$ cat src/rtl/inst_encoder.sv
// Streaming RV32I instruction encoder: {op, rd, rs1, rs2, imm} in, packed words with addresses out.
// Define INST_ENC_LI_EN to enable the LI pseudo-op (op 38), which may expand to LUI + ADDI.
module inst_encoder #(
    parameter int                ADDR_W    = 32,
    parameter logic [ADDR_W-1:0] BASE_ADDR = '0
) (
    input  logic              clk,
    input  logic              rst_n,
    input  logic              flush,
    input  logic              in_valid,
    output logic              in_ready,
    input  logic [5:0]        in_op,
    input  logic [4:0]        in_rd,
    input  logic [4:0]        in_rs1,
    input  logic [4:0]        in_rs2,
    input  logic [31:0]       in_imm,
    output logic              out_valid,
    input  logic              out_ready,
    output logic [31:0]       out_inst,
    output logic [ADDR_W-1:0] out_addr,
    output logic              err,
    output logic [7:0]        err_cnt,
    output logic [1:0]        dbg_state
);

    localparam logic [1:0] ST_IDLE  = 2'd0;
    localparam logic [1:0] ST_EMIT1 = 2'd1;
`ifdef INST_ENC_LI_EN
    localparam logic [1:0] ST_EMIT2 = 2'd2;
`endif

    logic [1:0]        state_q, state_d;
    logic [31:0]       out_inst_q, out_inst_d;
    logic [ADDR_W-1:0] out_addr_q, out_addr_d;
    logic              err_q, err_d;
    logic [7:0]        err_cnt_q, err_cnt_d;

    logic              enc_ok;
    logic [31:0]       enc_w0;
    logic [2:0]        f3;
    logic              fits12, fits13, fits21, shamt_ok;
    logic              out_hs, accept;
`ifdef INST_ENC_LI_EN
    logic [31:0]       pend_q, pend_d;
    logic              enc_two;
    logic [31:0]       enc_w1;
    logic [19:0]       li_hi;
    // (imm + 0x800) >> 12: rounds so the sign-extended ADDI low part lands on imm
    assign li_hi = in_imm[31:12] + {19'd0, in_imm[11]};
`endif

    // Signed-range checks: upper bits must be a pure sign extension
    assign fits12   = (&in_imm[31:11]) | ~(|in_imm[31:11]);
    assign fits13   = (&in_imm[31:12]) | ~(|in_imm[31:12]);
    assign fits21   = (&in_imm[31:20]) | ~(|in_imm[31:20]);
    assign shamt_ok = ~(|in_imm[31:5]);

    always_comb begin
        f3 = 3'd0;
        case (in_op)
            6'd5, 6'd11, 6'd16, 6'd24, 6'd29:        f3 = 3'd1;
            6'd12, 6'd17, 6'd19, 6'd30:              f3 = 3'd2;
            6'd20, 6'd31:                            f3 = 3'd3;
            6'd6, 6'd13, 6'd21, 6'd32:               f3 = 3'd4;
            6'd7, 6'd14, 6'd25, 6'd26, 6'd33, 6'd34: f3 = 3'd5;
            6'd8, 6'd22, 6'd35:                      f3 = 3'd6;
            6'd9, 6'd23, 6'd36:                      f3 = 3'd7;
            default:                                 f3 = 3'd0;
        endcase
    end

    always_comb begin
        enc_ok = 1'b0;
        enc_w0 = '0;
`ifdef INST_ENC_LI_EN
        enc_two = 1'b0;
        enc_w1  = '0;
`endif
        case (in_op)
            6'd0, 6'd1: begin
                enc_ok = ~(|in_imm[11:0]);
                enc_w0 = {in_imm[31:12], in_rd, (in_op == 6'd0) ? 7'h37 : 7'h17};
            end
            6'd2: begin
                enc_ok = fits21 & ~in_imm[0];
                enc_w0 = {in_imm[20], in_imm[10:1], in_imm[11], in_imm[19:12], in_rd, 7'h6F};
            end
            6'd3: begin
                enc_ok = fits12;
                enc_w0 = {in_imm[11:0], in_rs1, 3'b000, in_rd, 7'h67};
            end
            6'd4, 6'd5, 6'd6, 6'd7, 6'd8, 6'd9: begin
                enc_ok = fits13 & ~in_imm[0];
                enc_w0 = {in_imm[12], in_imm[10:5], in_rs2, in_rs1, f3,
                          in_imm[4:1], in_imm[11], 7'h63};
            end
            6'd10, 6'd11, 6'd12, 6'd13, 6'd14: begin
                enc_ok = fits12;
                enc_w0 = {in_imm[11:0], in_rs1, f3, in_rd, 7'h03};
            end
            6'd15, 6'd16, 6'd17: begin
                enc_ok = fits12;
                enc_w0 = {in_imm[11:5], in_rs2, in_rs1, f3, in_imm[4:0], 7'h23};
            end
            6'd18, 6'd19, 6'd20, 6'd21, 6'd22, 6'd23: begin
                enc_ok = fits12;
                enc_w0 = {in_imm[11:0], in_rs1, f3, in_rd, 7'h13};
            end
            6'd24, 6'd25, 6'd26: begin
                enc_ok = shamt_ok;
                enc_w0 = {1'b0, in_op == 6'd26, 5'd0, in_imm[4:0], in_rs1, f3, in_rd, 7'h13};
            end
            6'd27, 6'd28, 6'd29, 6'd30, 6'd31, 6'd32, 6'd33, 6'd34, 6'd35, 6'd36: begin
                enc_ok = 1'b1;
                enc_w0 = {1'b0, (in_op == 6'd28) | (in_op == 6'd34), 5'd0,
                          in_rs2, in_rs1, f3, in_rd, 7'h33};
            end
            6'd37: begin
                enc_ok = 1'b1;
                enc_w0 = 32'h0000_0073;
            end
`ifdef INST_ENC_LI_EN
            6'd38: begin
                enc_ok = 1'b1;
                if (fits12) begin
                    enc_w0 = {in_imm[11:0], 5'd0, 3'b000, in_rd, 7'h13};
                end else begin
                    enc_w0  = {li_hi, in_rd, 7'h37};
                    enc_two = |in_imm[11:0];
                    enc_w1  = {in_imm[11:0], in_rd, 3'b000, in_rd, 7'h13};
                end
            end
`endif
            default: enc_ok = 1'b0;
        endcase
    end

    assign out_valid = (state_q != ST_IDLE);
    assign in_ready  = ~flush & ((state_q == ST_IDLE) | ((state_q == ST_EMIT1) & out_ready));
    assign out_hs    = out_valid & out_ready;
    assign accept    = in_valid & in_ready;

    always_comb begin
        state_d    = state_q;
        out_inst_d = out_inst_q;
        out_addr_d = out_addr_q;
        err_d      = 1'b0;
        err_cnt_d  = err_cnt_q;
`ifdef INST_ENC_LI_EN
        pend_d     = pend_q;
`endif
        if (flush) begin
            state_d    = ST_IDLE;
            out_addr_d = BASE_ADDR;
            err_cnt_d  = '0;
        end else begin
            if (out_hs) begin
                out_addr_d = out_addr_q + ADDR_W'(4);
            end
            case (state_q)
                ST_EMIT1: if (out_hs) state_d = ST_IDLE;
`ifdef INST_ENC_LI_EN
                ST_EMIT2: if (out_hs) begin
                    state_d    = ST_EMIT1;
                    out_inst_d = pend_q;
                end
`endif
                default: state_d = state_q;
            endcase
            // An accept only happens when no word remains held, so a reject leaves IDLE
            if (accept) begin
                if (enc_ok) begin
                    out_inst_d = enc_w0;
                    state_d    = ST_EMIT1;
`ifdef INST_ENC_LI_EN
                    if (enc_two) begin
                        state_d = ST_EMIT2;
                        pend_d  = enc_w1;
                    end
`endif
                end else begin
                    err_d = 1'b1;
                    if (err_cnt_q != 8'hFF) err_cnt_d = err_cnt_q + 8'd1;
                end
            end
        end
    end

    always_ff @(posedge clk or negedge rst_n) begin
        if (!rst_n) begin
            state_q    <= ST_IDLE;
            out_inst_q <= '0;
            out_addr_q <= BASE_ADDR;
            err_q      <= 1'b0;
            err_cnt_q  <= '0;
`ifdef INST_ENC_LI_EN
            pend_q     <= '0;
`endif
        end else begin
            state_q    <= state_d;
            out_inst_q <= out_inst_d;
            out_addr_q <= out_addr_d;
            err_q      <= err_d;
            err_cnt_q  <= err_cnt_d;
`ifdef INST_ENC_LI_EN
            pend_q     <= pend_d;
`endif
        end
    end

    assign out_inst  = out_inst_q;
    assign out_addr  = out_addr_q;
    assign err       = err_q;
    assign err_cnt   = err_cnt_q;
    assign dbg_state = state_q;

endmodule
$ cat config.mk
export PLATFORM = sky130hd
export DESIGN_NAME = inst_encoder
export DESIGN_NICKNAME = d
export VERILOG_FILES = /design/src/rtl/inst_encoder.sv
export SDC_FILE = /design/constraint.sdc
export NUM_CORES = 1
export LEC_CHECK = 0
export ABC_AREA = 0
export BUFFER_PORTS_ARGS = -buffer_cell sky130_fd_sc_hd__buf_4
export CAP_MARGIN = 40
export CORE_ASPECT_RATIO = 1.2
export CORE_UTILIZATION = 48
export CTS_BUF_LIST = sky130_fd_sc_hd__clkbuf_4 sky130_fd_sc_hd__clkbuf_8
export DETAILED_ROUTE_END_ITERATION = 8
export PLACE_DENSITY_LB_ADDON = 0.05
export SETUP_SLACK_MARGIN = 0.2
export SLEW_MARGIN = 40
export SYNTH_ARGS = -nofsm -noshare
export SYNTH_HDL_FRONTEND = slang
export SYNTH_SLANG_ARGS = --single-unit
$ cat constraint.sdc
create_clock -name clk -period 2 [get_ports clk]
set_clock_uncertainty 0.15 [all_clocks]
set_input_delay 0.1 -clock clk [delete_from_list [all_inputs] [get_ports clk]]
set_output_delay 0.1 -clock clk [all_outputs]
set_load 0.01 [all_outputs]
# After elaboration in Yosys (flattened, before gate mapping)
# Memories as Yosys holds them, arrays and structs flattened.
# Index checks and enable logic that the tools add are counted.
[word_totals] reg_bits=75 rom_bits=192 word_cells=108 mem_count=1
[memory_table] name="(name not given)" words=64 word_bits=3 rd=1 rd_clocked_by_memory_dff=0 write_ports=0 line_no="60" rtl="case (in_op)"
[op_classes] add_sub_neg=2 eq_ne=40 mux=17 n_bitwise=18 n_reduce_logical=25
[op_table] op="32-bit one-hot mux with 10 select lines" count=1
[op_table] op="6-bit by 5-bit == test with 1-bit output, second input constant" count=16
[op_table] op="32-bit two-way mux" count=2
[op_table] op="6-bit by 4-bit == test with 1-bit output, second input constant" count=8
[op_table] op="6-bit == test, second input constant" count=6
[op_table] op="32-bit by 3-bit adder with 32-bit output, second input constant" count=1
[op_table] op="8-bit two-way mux" count=4
[op_table] op="27-bit OR reduction" count=1
[op_table] op="6-bit by 3-bit == test with 1-bit output, second input constant" count=4
[op_table] op="12-bit OR reduction" count=2
[op_table] op="21-bit AND reduction" count=1
[op_table] op="21-bit OR reduction" count=1
[op_table] op="20-bit AND reduction" count=1
[op_table] op="20-bit OR reduction" count=1
[op_table] op="15-bit OR reduction" count=1
[op_table] op="6-bit by 2-bit == test with 1-bit output, second input constant" count=2
[op_table] op="12-bit AND reduction" count=1
[op_table] op="6-bit OR reduction" count=2
[op_table] op="11-bit OR reduction" count=1
[op_table] op="2-bit two-way mux" count=5
[op_table] op="10-bit OR reduction" count=1
[op_table] op="8-bit by 1-bit adder with 8-bit output, second input constant" count=1
[op_table] op="8-bit inequality test, second input constant" count=1
[op_table] op="2-bit nonzero test" count=4
[op_table] op="15 further kinds" count=34

# Logic depth before layout (Yosys ltp)
[depth] word_depth=8 depth_mapped=12 mapped_depth_nobuf=9

# Worst setup path after synthesis
# OpenSTA, ideal clock, no wires.
[synth_timing] path_kind="input to register" start="input in_op[0]" end="register err_cnt_q[7], in the netlist err_cnt[7]" setup_time_ns=0.104 t_arrival_ns=2.389 path_slack_ns=-0.643 cell_stages=11 cell_sequence="inv_1 ha_1 buf_6 or4_4 a32o_2 a21oi_1 o32a_2 nand4_2 buf_6 or4_1 o311ai_1"
[synth_via] elab_chain_len=5 elab_cells_between_ends=46
[synth_rtl] element="start, declared" line_no="12" rtl="input logic [5:0] in_op,"
[synth_rtl] element="6-bit by 5-bit == test with 1-bit output, or another cell as far along" line_no="79" rtl="case (in_op)"
[synth_rtl] element="15-bit OR reduction (no line), or another cell as far along"
[synth_rtl] element="1-bit one-hot mux with 6 select lines (*)" line_no="79"
[synth_rtl] element="2-bit inequality test (no line) (*)"
[synth_rtl] element="3-bit AND reduction (no line) (*)"
[synth_rtl] element="end signal, assigned" line_no="204" rtl="err_cnt_q <= err_cnt_d;"
[synth_rtl] element="end, declared" line_no="36" rtl="logic [7:0] err_cnt_q, err_cnt_d;"
# Every way passes the cells marked *; elsewhere a longest branch is shown, timed or not.
# A chain may end at the register's enable or synchronous reset.

# Worst setup path in the final report
[layout_timing] start="input in_op[0]" end="register out_inst_q[22], in the netlist out_inst[22]"
[layout_via] elab_chain_len=4 elab_cells_between_ends=50
[layout_rtl] element="6-bit by 5-bit == test with 1-bit output, or another cell as far along" line_no="79"
[layout_rtl] element="15-bit OR reduction (no line), or another cell as far along"
[layout_rtl] element="1-bit one-hot mux with 6 select lines" line_no="79"
[layout_rtl] element="3-bit AND reduction (no line)"
[layout_rtl] element="end signal, assigned" line_no="201" rtl="out_inst_q <= out_inst_d;"
[layout_rtl] element="end, declared" line_no="33" rtl="logic [31:0] out_inst_q, out_inst_d;"
# Several ways; a longest one is shown, not always the timed one.

==> results_dict.tcl <==
set metrics [dict create \
    synth.largest_area_cell "dfrtp_1" \
    grt_pass1_vias 5506 \
    wl_per_cell_um 24.8 \
    crit_arrival_ps 2770 \
    crit_slowest_cell "a222oi_1" \
    slowest_delay_ps 1010 \
    synthTopCellsByCount "dfrtp_1, nor2_1, a21oi_1" \
    drt_first_pass_iters 7 \
    placed_cells 804 \
    drt_iter0_drc 632 \
    final_layout_size_suffix_gt1_share_pct 52.5 \
    utilization_pct 90.7 \
    cts_tree "built" \
    power_density_mw_per_mm2 632 \
    yosysSeqAreaShare_pct 42.4 \
    vias 5762 \
    max_freq_mhz 372 \
    grt-busiest-layer "met2" \
    yosysUniqueCellTypes 72 \
    yosys_warnings 0 \
    rr_endpoint "out_inst[13]$_DFFE_PN0P_" \
    async_flop_share_pct 100 \
    grt_use_met3_pct 7.50 \
    hold_viol_final 0 \
    maxSlewViolCount 0 \
    die_w_um 87.9 \
    post_synth.cell_area_avg_um2 8.90 \
    required_ps 2080 \
    antennaDiodeCount 0 \
    start_util_pct 49.7 \
    reg2reg_slack_ps -350 \
    gr-usage-met2_pct 68.1 \
    yosysMostFrequentCell "dfrtp_1" \
    grt-ovfl-total 0 \
    pin_count 135 \
    power.total_uw 4910 \
    tightest_slew_ps 1170 \
    ir_worst_vdd_uv 482 \
    coreArea_mm2 0.00856 \
    drt-vias-per-instance 6.50 \
    port_buffers 132 \
    fin_area_mm2 0.00777 \
    rsz0062_at_grt "true" \
    clk_latency_ps 380 \
    worst_slack_ps -691 \
    dp_hpwl_mm 10.7 \
    netlist_instances 478 \
    grt.total_usage_pct 40.0 \
    reg2reg_depth 9 \
    clkSinkCount 72 \
    fill_cells 350 \
    ctsLongestPathBuffers 2 \
    ant_nets 0 \
    cts-root-buf "clkbuf_8" \
    nets 831 \
    post-route-min-period_ps 2690 \
    htreeDepth 3 \
    violations "setup timing" \
    crit_type "primary input to flop" \
    area_growth_pct 82.7 \
    stdcell_count 886 \
    slew_headroom_pct 22.0 \
    period_share_pct 135 \
    die_h_um 105 \
    clkTransAtPathRegs_ps 90 \
    netlist_top_cells_area "dfrtp_1, nor2_1, a21oi_1" \
    crit_start "in_op[0]" \
    gp_congestion 0.966 \
    wl_mm 22.0 \
    finalSetupViolCount 57 \
    p_leak_uw 0.00350 \
    cap_viol_max_count 0 \
    row_count 37 \
    gr-usage-met1_pct 44.0 \
    outcome "finished, violations left" \
    grt_pass1_wl_mm 27.8 \
    critPathMaxFanout 7 \
    r2r_start "dbg_state[1]$_DFF_PN0_" \
    crit_chain "buf_12 > inv_6 > ha_4 > or4_4 > a32oi_1 > a31oi_2 > or2_4 > a222oi_1 > a21oi_2" \
    place_area_mm2 0.00627 \
    route.detailed.drc 0 \
    ys_ff_latch 72 \
    numCtsBuffers 9 \
    endpoint "out_inst[22]$_DFFE_PN0P_" \
    hold_path.class "primary input to flop" \
    ys.flop_type "dfrtp_1" \
    end_kind "flop" \
    synth_edf_count 0 \
    antenna_found_initial 1 \
    die_area_mm2 0.00924 \
    synth_top_area_share_pct 42.4 \
    grt_max_degree 39 \
    start_kind "primary input" \
    synthesis.area_mm2 0.00425 \
]
==> registers in the layout (all words and copies together) (netlist names) <==
register	flops
out_addr	30
err	1
err_cnt	8
out_inst	31
dbg_state	2
==> layout by cell type (no fill, tap or decap), types with 6 or more instances in the layout <==
cell type	synthesis	layout
xor2_1	20	19
a21oi_2	0	25
nand2_1	34	28
a21oi_1	38	11
dfrtp_1	72	71
nor3_1	8	6
nor2_1	70	46
inv_1	11	9
nor2_4	1	22
nor4_1	6	6
clkbuf_8	0	10
nand3_1	13	10
buf_6	2	25
buf_12	0	9
a222oi_1	7	7
dlygate4sd3_1	0	29
and3_1	8	8
o21ai_0	18	15
buf_4	3	231
a22oi_1	17	12
nand4_1	15	15
==> power breakdown <==
group          switching, uW  total (uW)  internal (uW)
Sequential               255        1920           1660
Clock                    615        1240            625
Combinational            878        1750            872
==> cells by family after synthesis <==
kind of cell | count (synthesis) | share of synthesized area, %
mux | 7 | 1.74
buf+inv | 40 | 4.27
xor+xnor | 25 | 5.15
simple gates | 203 | 24.4
compound gates | 121 | 19.4
other cells | 1 | 0.0882
fa+ha+maj | 9 | 2.65
flops | 72 | 42.4
==> how the worst min path moves through the flow <==
stage	startpoint	to	slack [ps]	depth (start not counted)
6_report	in_imm[26]	out_inst[26]$_DFFE_PN0P_	30	4
5_1_grt	in_imm[26]	out_inst[26]$_DFFE_PN0P_	30	4
4_1_cts	in_imm[11]	out_inst[31]$_DFFE_PN0P_	0.6	4
3_5_place_dp	rst_n	out_inst[25]$_DFFE_PN0P_	-40	1
3_3_place_gp	rst_n	out_inst[26]$_DFFE_PN0P_	-50	1
2_1_floorplan	rst_n	dbg_state[0]$_DFF_PN0_	-350	0
==> stage by stage <==
stage	hold slack [ps]	setup WS (ps)	setup TNS [ps]
2_1_floorplan	-346	-347	-7770
3_5_place_dp	-41.6	-822	-24290
5_1_grt	32.1	-694	-22160
6_report	25.7	-691	-14450
3_3_place_gp	-46.8	-717	-20800
4_1_cts	0.636	-205	-5660
==> layer usage <==
layer  part of all wire, %  vias to the layer above
met1                    33                     2698
met3                    12                      202
met5                  0.24                        -
li1                      -                     2325
met2                    46                      533
met4                   9.1                        4
==> repair_timing <==
item	4_1_cts	5_1_grt
hold buffers	29	0
gates resized for setup	85	67
cloned	7	0
setup endpoints to repair	57	64
setup buffers	19	11
hold endpoints to repair	94	0
pin swaps	25	31
==> critical path, delay by kind of cell <==
kind / cells / cell delay, ps
AOI/OAI and AO/OA: 4 / 1530
and+or+nand+nor: 2 / 840
buffers and inverters: 2 / 140
adders and majority gates: 1 / 150
==> area by class of cell <==
class	instances	area, um2	share of cell area (%)
clock inverters	5	56.3	0.725
repair buffers	302	2660	34.2
clock buffers	11	145	1.87
flip-flops and latches	72	1800	23.2
multi-input cells	368	2910	37.5
well taps	117	146	1.88
inverters	11	48.8	0.628
(Power assumes the default switching activity.)
